`config.mk`:
```
export PLATFORM = sky130hd
export DESIGN_NAME = pe_mvm_accum_flat
export DESIGN_NICKNAME = d
export VERILOG_FILES = /design/src/rtl/pe_pkg.sv /design/src/rtl/pe_mvm_accum_if.sv /design/src/rtl/pe_reduce_tree.sv /design/src/rtl/pe_mvm_accum.sv /design/src/flat_wrapper.sv
export SDC_FILE = /design/constraint.sdc
export NUM_CORES = 2
export LEC_CHECK = 0
export CAP_MARGIN = 20
export CELL_PAD_IN_SITES_DETAIL_PLACEMENT = 0
export CELL_PAD_IN_SITES_GLOBAL_PLACEMENT = 2
export CORE_MARGIN = 4
export CORE_UTILIZATION = 36
export DETAILED_ROUTE_END_ITERATION = 10
export GPL_ROUTABILITY_DRIVEN = 0
export PLACE_DENSITY = 0.86
export SLEW_MARGIN = 10
export SYNTH_ARGS = -nofsm -noshare
export SYNTH_HDL_FRONTEND = slang
export SYNTH_SLANG_ARGS = --single-unit
export TNS_END_PERCENT = 100
```
`constraint.sdc`:
```
create_clock -name clk -period 8.2 [get_ports clk]
set_input_delay 1.23 -clock clk [delete_from_list [all_inputs] [get_ports clk]]
set_output_delay 1.23 -clock clk [all_outputs]
set_load 0.02 [all_outputs]
```
`src/rtl/pe_pkg.sv`:
```
// Shared encodings and sizing helpers for the MVM accumulate processing element.
package pe_pkg;

    localparam logic [1:0] TASK_DOT  = 2'b00;
    localparam logic [1:0] TASK_SUM  = 2'b01;
    localparam logic [1:0] TASK_MAX  = 2'b10;
    localparam logic [1:0] TASK_RSVD = 2'b11;

    typedef enum logic {StIdle, StOpen} pkt_state_e;

    // Smallest accumulator that holds a full-width dot product of one beat.
    function automatic int unsigned acc_min_width(input int unsigned data_width,
                                                  input int unsigned num_macs);
        return 2 * data_width + $clog2(num_macs);
    endfunction

endpackage

```
`src/rtl/pe_mvm_accum_if.sv`:
```
// Beat input and result output handshake bundle of pe_mvm_accum.
interface pe_mvm_accum_if #(
    parameter int unsigned DATA_WIDTH = 8,
    parameter int unsigned NUM_MACS   = 8,
    parameter int unsigned OUT_WIDTH  = 16
);
    logic                           in_valid;
    logic                           in_ready;
    logic [NUM_MACS*DATA_WIDTH-1:0] a;
    logic [NUM_MACS*DATA_WIDTH-1:0] b;
    logic                           in_first;
    logic                           in_last;
    logic [1:0]                     task_ctrl;
    logic                           out_valid;
    logic                           out_ready;
    logic [OUT_WIDTH-1:0]           result;
    logic                           overflow;
    logic                           proto_err;

    modport master (
        output in_valid, a, b, in_first, in_last, task_ctrl, out_ready,
        input  in_ready, out_valid, result, overflow, proto_err
    );

    modport slave (
        input  in_valid, a, b, in_first, in_last, task_ctrl, out_ready,
        output in_ready, out_valid, result, overflow, proto_err
    );

endinterface

```
`src/rtl/pe_reduce_tree.sv`:
```
// Combinational pairwise reduction of packed signed lane terms: sum or signed max.
module pe_reduce_tree #(
    parameter int unsigned  NUM_MACS = 8,
    parameter int unsigned  TERM_W   = 16,
    localparam int unsigned OUT_W    = TERM_W + $clog2(NUM_MACS)
) (
    input  logic [NUM_MACS*TERM_W-1:0] i_terms,
    input  logic                       i_is_max,
    output logic [OUT_W-1:0]           o_value
);

    always_comb begin : p_tree
        logic signed [OUT_W-1:0] w_node [NUM_MACS];
        for (int i = 0; i < NUM_MACS; i++) begin
            w_node[i] = OUT_W'($signed(i_terms[i*TERM_W +: TERM_W]));
        end
        // Level with stride s folds node i+s into node i.
        for (int s = 1; s < NUM_MACS; s = s * 2) begin
            for (int i = 0; i < NUM_MACS; i = i + 2 * s) begin
                if (i_is_max) begin
                    w_node[i] = (w_node[i+s] > w_node[i]) ? w_node[i+s] : w_node[i];
                end else begin
                    w_node[i] = w_node[i] + w_node[i+s];
                end
            end
        end
        o_value = w_node[0];
    end

endmodule

```
`src/rtl/pe_mvm_accum.sv`:
```
// Three-stage packet accumulator: lane terms, beat reduction, accumulate and saturate.
module pe_mvm_accum
    import pe_pkg::*;
#(
    parameter int unsigned DATA_WIDTH = 8,
    parameter int unsigned NUM_MACS   = 8,
    parameter int unsigned ACC_WIDTH  = 32,
    parameter int unsigned OUT_WIDTH  = 16,
    parameter int unsigned OUT_SHIFT  = 0
) (
    input logic           clk,
    input logic           rst_n,
    pe_mvm_accum_if.slave bus
);

    localparam int unsigned TERM_W = 2 * DATA_WIDTH;
    localparam int unsigned RED_W  = acc_min_width(DATA_WIDTH, NUM_MACS);
    localparam logic signed [ACC_WIDTH-1:0] SAT_MAX =
        {{(ACC_WIDTH - OUT_WIDTH + 1){1'b0}}, {(OUT_WIDTH - 1){1'b1}}};
    localparam logic signed [ACC_WIDTH-1:0] SAT_MIN =
        {{(ACC_WIDTH - OUT_WIDTH + 1){1'b1}}, {(OUT_WIDTH - 1){1'b0}}};

    pkt_state_e r_state, w_state_next;
    logic [1:0] r_mode, w_beat_mode;
    logic       w_stall, w_accept, w_restart, w_orphan, w_rsvd_end, w_push;
    logic       r_proto_err;

    logic                       r_s1_valid, r_s1_first, r_s1_last;
    logic [1:0]                 r_s1_mode;
    logic [NUM_MACS*TERM_W-1:0] r_s1_terms, w_terms;
    logic [RED_W-1:0]           w_s1_value;

    logic                    r_s2_valid, r_s2_first, r_s2_last;
    logic [1:0]              r_s2_mode;
    logic signed [RED_W-1:0] r_s2_value;

    logic signed [ACC_WIDTH-1:0] r_acc, w_beat_ext, w_acc_next, w_shifted;
    logic                        w_sat_hi, w_sat_lo;
    logic [OUT_WIDTH-1:0]        r_result, w_result;
    logic                        r_out_valid, r_overflow;

    assign w_stall       = r_out_valid && !bus.out_ready;
    assign bus.in_ready  = rst_n && !w_stall;
    assign w_accept      = bus.in_valid && bus.in_ready;
    assign w_beat_mode   = bus.in_first ? bus.task_ctrl : r_mode;
    assign bus.out_valid = r_out_valid;
    assign bus.result    = r_result;
    assign bus.overflow  = r_overflow;
    assign bus.proto_err = r_proto_err;

    always_ff @(posedge clk) begin
        if (!rst_n) begin
            r_state <= StIdle;
        end else begin
            r_state <= w_state_next;
        end
    end

    // Packet framing: restarts, orphan beats and reserved packets never reach S1.
    always_comb begin
        w_state_next = r_state;
        w_restart    = 1'b0;
        w_orphan     = 1'b0;
        w_push       = 1'b0;
        w_rsvd_end   = 1'b0;
        if (w_accept) begin
            if (bus.in_first) begin
                w_restart    = (r_state == StOpen);
                w_state_next = bus.in_last ? StIdle : StOpen;
            end else if (r_state == StIdle) begin
                w_orphan = 1'b1;
            end else if (bus.in_last) begin
                w_state_next = StIdle;
            end
            w_push     = !w_orphan && (w_beat_mode != TASK_RSVD);
            w_rsvd_end = !w_orphan && bus.in_last && (w_beat_mode == TASK_RSVD);
        end
    end

    always_comb begin : p_terms
        logic signed [DATA_WIDTH-1:0] w_la, w_lb;
        w_terms = '0;
        w_la    = '0;
        w_lb    = '0;
        for (int i = 0; i < NUM_MACS; i++) begin
            w_la = bus.a[i*DATA_WIDTH +: DATA_WIDTH];
            w_lb = bus.b[i*DATA_WIDTH +: DATA_WIDTH];
            if (w_beat_mode == TASK_DOT) begin
                w_terms[i*TERM_W +: TERM_W] = TERM_W'(w_la) * TERM_W'(w_lb);
            end else begin
                w_terms[i*TERM_W +: TERM_W] = TERM_W'(w_la);
            end
        end
    end

    pe_reduce_tree #(
        .NUM_MACS (NUM_MACS),
        .TERM_W   (TERM_W)
    ) u_reduce (
        .i_terms  (r_s1_terms),
        .i_is_max (r_s1_mode == TASK_MAX),
        .o_value  (w_s1_value)
    );

    always_comb begin
        w_beat_ext = ACC_WIDTH'(r_s2_value);
        if (r_s2_first) begin
            w_acc_next = w_beat_ext;
        end else if (r_s2_mode == TASK_MAX) begin
            w_acc_next = (w_beat_ext > r_acc) ? w_beat_ext : r_acc;
        end else begin
            w_acc_next = r_acc + w_beat_ext;
        end
        w_shifted = w_acc_next >>> OUT_SHIFT;
        w_sat_hi  = w_shifted > SAT_MAX;
        w_sat_lo  = w_shifted < SAT_MIN;
        if (w_sat_hi) begin
            w_result = SAT_MAX[OUT_WIDTH-1:0];
        end else if (w_sat_lo) begin
            w_result = SAT_MIN[OUT_WIDTH-1:0];
        end else begin
            w_result = w_shifted[OUT_WIDTH-1:0];
        end
    end

    always_ff @(posedge clk) begin
        if (!rst_n) begin
            r_mode      <= TASK_DOT;
            r_proto_err <= 1'b0;
            r_s1_valid  <= 1'b0;
            r_s1_first  <= 1'b0;
            r_s1_last   <= 1'b0;
            r_s1_mode   <= TASK_DOT;
            r_s1_terms  <= '0;
            r_s2_valid  <= 1'b0;
            r_s2_first  <= 1'b0;
            r_s2_last   <= 1'b0;
            r_s2_mode   <= TASK_DOT;
            r_s2_value  <= '0;
            r_acc       <= '0;
            r_out_valid <= 1'b0;
            r_result    <= '0;
            r_overflow  <= 1'b0;
        end else begin
            r_proto_err <= w_restart || w_orphan || w_rsvd_end;
            if (w_accept && bus.in_first) begin
                r_mode <= bus.task_ctrl;
            end
            // A held result freezes the whole pipe; in_ready is low meanwhile.
            if (!w_stall) begin
                r_s1_valid  <= w_push;
                r_s1_first  <= bus.in_first;
                r_s1_last   <= bus.in_last;
                r_s1_mode   <= w_beat_mode;
                r_s1_terms  <= w_terms;
                r_s2_valid  <= r_s1_valid;
                r_s2_first  <= r_s1_first;
                r_s2_last   <= r_s1_last;
                r_s2_mode   <= r_s1_mode;
                r_s2_value  <= w_s1_value;
                r_out_valid <= r_s2_valid && r_s2_last;
                if (r_s2_valid) begin
                    r_acc <= w_acc_next;
                end
                if (r_s2_valid && r_s2_last) begin
                    r_result   <= w_result;
                    r_overflow <= w_sat_hi || w_sat_lo;
                end
            end
        end
    end

endmodule

```
`src/flat_wrapper.sv`:
```
// flat-port wrapper written by rule: the top's interface ports become plain ports
module pe_mvm_accum_flat import pe_pkg::*;
#(
    parameter int unsigned DATA_WIDTH = 8,
    parameter int unsigned NUM_MACS   = 8,
    parameter int unsigned ACC_WIDTH  = 32,
    parameter int unsigned OUT_WIDTH  = 16,
    parameter int unsigned OUT_SHIFT  = 0
)
  (clk, rst_n, bus_in_valid, bus_a, bus_b, bus_in_first, bus_in_last, bus_task_ctrl, bus_out_ready, bus_in_ready, bus_out_valid, bus_result, bus_overflow, bus_proto_err);
  pe_mvm_accum_if #(.DATA_WIDTH(DATA_WIDTH), .NUM_MACS(NUM_MACS), .OUT_WIDTH(OUT_WIDTH)) bus_i ();
  input logic clk;
  input logic rst_n;
  input wire logic [$bits(bus_i.in_valid)-1:0] bus_in_valid;
  input wire logic [$bits(bus_i.a)-1:0] bus_a;
  input wire logic [$bits(bus_i.b)-1:0] bus_b;
  input wire logic [$bits(bus_i.in_first)-1:0] bus_in_first;
  input wire logic [$bits(bus_i.in_last)-1:0] bus_in_last;
  input wire logic [$bits(bus_i.task_ctrl)-1:0] bus_task_ctrl;
  input wire logic [$bits(bus_i.out_ready)-1:0] bus_out_ready;
  output wire logic [$bits(bus_i.in_ready)-1:0] bus_in_ready;
  output wire logic [$bits(bus_i.out_valid)-1:0] bus_out_valid;
  output wire logic [$bits(bus_i.result)-1:0] bus_result;
  output wire logic [$bits(bus_i.overflow)-1:0] bus_overflow;
  output wire logic [$bits(bus_i.proto_err)-1:0] bus_proto_err;
  assign bus_i.in_valid = bus_in_valid;
  assign bus_i.a = bus_a;
  assign bus_i.b = bus_b;
  assign bus_i.in_first = bus_in_first;
  assign bus_i.in_last = bus_in_last;
  assign bus_i.task_ctrl = bus_task_ctrl;
  assign bus_i.out_ready = bus_out_ready;
  assign bus_in_ready = bus_i.in_ready;
  assign bus_out_valid = bus_i.out_valid;
  assign bus_result = bus_i.result;
  assign bus_overflow = bus_i.overflow;
  assign bus_proto_err = bus_i.proto_err;
  pe_mvm_accum #(.DATA_WIDTH(DATA_WIDTH), .NUM_MACS(NUM_MACS), .ACC_WIDTH(ACC_WIDTH), .OUT_WIDTH(OUT_WIDTH), .OUT_SHIFT(OUT_SHIFT)) u_core (.clk(clk), .rst_n(rst_n), .bus(bus_i));
endmodule
```
==> impl_results.md <==
- Result of the run: finished clean
- Most frequently used flop master after synthesis: dfxtp_1
- Effective utilization at floorplan: between 30% and 40%
- Largest clock skew in the final design: approximately 0.036 ns
- Final HPWL DP: approximately 95 mm
- Worst Hold Depth: 2
- Buffers on Ports: approximately 160
- Library cell with the highest instance count after synthesis: inv_1
- Tcrit/Tclk final: 94.2%
- Number of ports placed on the die boundary: around 160
- Crit path launch type: register
- Final critical-path setup slack: about 0.47 ns
- GR Layer Usage met1: between 20 and 30%
- Area of placed instances: between 40000 and 50000 um^2
- CTS Hold Buffers Added: 0
- Height of the die: ~340 um
- Layer with the highest usage: met2
- Syn_nets: roughly 6000
- Maximum single-stage delay on the critical path: around 0.4 ns
- Clock latency of the later-clocked register in the worst-skew pair: about 0.59 ns
- Worst EP required: around 8.6 ns
- Min-Delay Path Class: register to register
- GR Layer Usage met2: between 30% and 40%
- Synth area leader: fa_1
- Count of pins over their slew limit: 0
- Share of the synthesized area in the top cell type: between 20 and 25%
- # nets final: ~6300
- Antenna cell count: 0
- Mapped cell area: between 40000 and 50000 um^2
- Average routed wire per standard cell: 17.4 um
- Horizontal extent of the die: ~340 um
- Async S/R FF share, synth: 0%
- Crit Path Max Fanout: 8
- Cell type group with the largest total delay on the critical path: compound AO/OA/AOI/OAI gates
- Number of placement rows: about 120
- Maximum frequency from static timing analysis: roughly 130 MHz
- Area delta synth->final: 12.3%
- Post-route antenna net violation count: 0
- Sequential-to-total area share from yosys stat: between 10% and 20%
- Critical setup path kind: register to register
- Placeable core region: approximately 110000 um^2
- Final worst path period need: 7.73 ns
- DRC Markers: 0
- Routed via count: between 30000 and 40000
- Top cell types by occurrence after synthesis: inv_1 (781), ha_1 (528), nand2_1 (470)
- Vias/cell: between 5 and 6
- Cell variety after synth: 84
- Largest net degree at the start of global routing: 112
- Design area: about 46000 um^2
- Total congestion overflow: 0
- Via count of the first global-routing pass: around 34000
- Synth Warn #: 0
- Worst Max-Slew Pin Slew: around 0.97 ns
- Total power consumption of the routed design: 21.3 mW
- Clock Root Buffer: clkbuf_16
- Count of cell instances traversed by the critical path: 35
- Mean post-synth cell area: about 8.1 um^2
- Number of buffers created by CTS: 28
- Overall track demand over capacity in global routing: between 10% and 20%
- Maximum vdd drop: roughly 0.65 mV
- Global-route wire length before repair: approximately 190 mm
- Clock Tree Buf Depth: 3
- Clock edge transition at the registers on the reported setup and hold paths: roughly 0.060 ns
- Reg2Reg Setup Slack: about 0.47 ns
- Number of cell instances on the worst register-to-register path: 35
- Number of fill cells in the layout: 11593
- Max Cap Viol: 0
- Power Density: 464 nW/um^2
- Post-synthesis cell count: between 5000 and 6000
- Leading cell types by total area after synthesis: fa_1 (22%), ha_1 (16%), dfxtp_1 (10%)
- Number of antenna violations at the first check in global routing: 0
- Master of the slowest instance on the critical path: or4_1
- Element type at the critical path end: register
- Post-synthesis register bit count: around 210
- Final hold violations: 0
- Worst Path Buf+Inv: 3
- Clock net sink count: between 200 and 250
- Worst slew margin relative to its limit: approximately a third
- Crit path top cell by count: a21oi_1
- Number of setup violations in the final report: 0
- GR Layer Usage met3: roughly 1.7%
- Pre-CTS WS: -0.0938 ns
- Setup tns final: 0 ns
- DRT Pass-1 Iters: 5
- TritonCTS clock tree: done
- H-tree lvl count: 1
- Arr. time, crit path: 8.14 ns
- EDFF count, synth: 0
- Static Leakage: approximately 22 nW
- DRC violation total after the first TritonRoute iteration: between 1500 and 2000
- Fraction of layout cells with a size suffix above 1: approximately 5.7%
- Full die area: around 120000 um^2
- Total routed wirelength: roughly 120 mm
[flip-flops by register name (all words and copies together) (netlist names)]
register              flops
u_core.r_s1_last          1
u_core.r_s2_valid         1
u_core.r_s1_terms       128
u_core.r_state            1
u_core.r_s2_mode          2
u_core.r_s1_first         1
u_core.r_acc             32
u_core.r_s1_valid         1
u_core.bus.out_valid      1
u_core.r_mode             2
u_core.bus.overflow       1
u_core.r_s2_first         1
u_core.r_s2_last          1
u_core.bus.proto_err      1
u_core.r_s1_mode          2
u_core.r_s2_value        19
u_core.bus.result        16
[placed cells by master (no fill, tap or decap), drive strengths merged, types with 59 or more instances in the layout]
master	netlist	layout
dfxtp	211	211
xnor2	181	181
nor3	66	66
o21ai	231	231
nor2b	69	69
a21oi	281	281
ha	528	528
nand2	470	470
clkdlybuf4s50	0	154
mux2i	97	97
nand2b	90	90
a21boi	59	59
and2	325	325
nor2	291	291
fa	448	448
nand3	84	84
buf	32	130
inv	781	784
[per-layer routing]
layer  wire length [um]  part of all wire (%)
met1              55500                    47
met2              53800                    46
met3               4680                   4.0
met4               3010                   2.6
met5                  0                     0
[worst register-to-register path: cells and delay by family, from the launching register on]
family	cells	cell delay, ns
compound gates	22	4.23
fa+ha+maj	3	1.07
buf+inv	3	0.45
flops	1	0.38
mux	1	0.36
simple gates	6	1.05
[metrics by stage]
stage          hold WS, ns  instances  util [%]
3_3_place_gp         0.453       6640      39.5
6_report             0.459       6707      40.7
3_5_place_dp         0.453       6641      39.5
2_1_floorplan        0.441       5049         -
5_1_grt              0.485       6707      40.7
4_1_cts              0.467       6693      40.4
[final cells by class]
type	count	area [um^2]	share of cell area [%]
clock buffers	37	816	1.78
clock inverters	15	178	0.387
inverters	782	2940	6.40
multi-input cells	3878	33300	72.6
flip-flops and latches	211	4230	9.21
well taps	1500	1880	4.09
repair buffers	284	2550	5.55
[worst paths after layout]
kind                                                      endpoint                                from
worst max-delay path            u_core.r_s2_value[16]$_SDFFE_PN0N_  u_core.r_s1_terms[73]$_SDFFE_PN0N_
worst min-delay path            u_core.bus.result[14]$_SDFFE_PN0P_  u_core.bus.result[14]$_SDFFE_PN0P_
worst max register to register  u_core.r_s2_value[16]$_SDFFE_PN0N_  u_core.r_s1_terms[73]$_SDFFE_PN0N_
worst min register to register  u_core.bus.result[14]$_SDFFE_PN0P_  u_core.bus.result[14]$_SDFFE_PN0P_
[report_power, final]
group	internal (mW)	switching (mW)	total (mW)
Sequential	1.30	0.309	1.61
Combinational	8.12	10.2	18.4
Clock	0.795	0.536	1.33
[cells by family (layout without fill, tap and decap cells)]
kind of cell             count (synthesis)  count (layout)  share of synthesized area [%]
AND/OR/NAND/NOR                       1568            1568                           19.1
AO/OA/AOI/OAI                         1007            1007                           16.2
adder cells (fa/ha/maj)                976             976                           38.1
buffers and inverters                  960            1118                           8.91
XOR/XNOR                               220             220                           4.71
flip-flops                             211             211                           10.3
multiplexers                           107             107                           2.65
[repair_timing]
action / 4_1_cts / 5_1_grt
pin swaps: 0 / 12
buffers inserted: 0 / 14
resized for setup: 3 / 68
cloned: 0 / 0
setup endpoints to repair: 6 / 19
No activity file was read; power rests on OpenSTA's default activity.
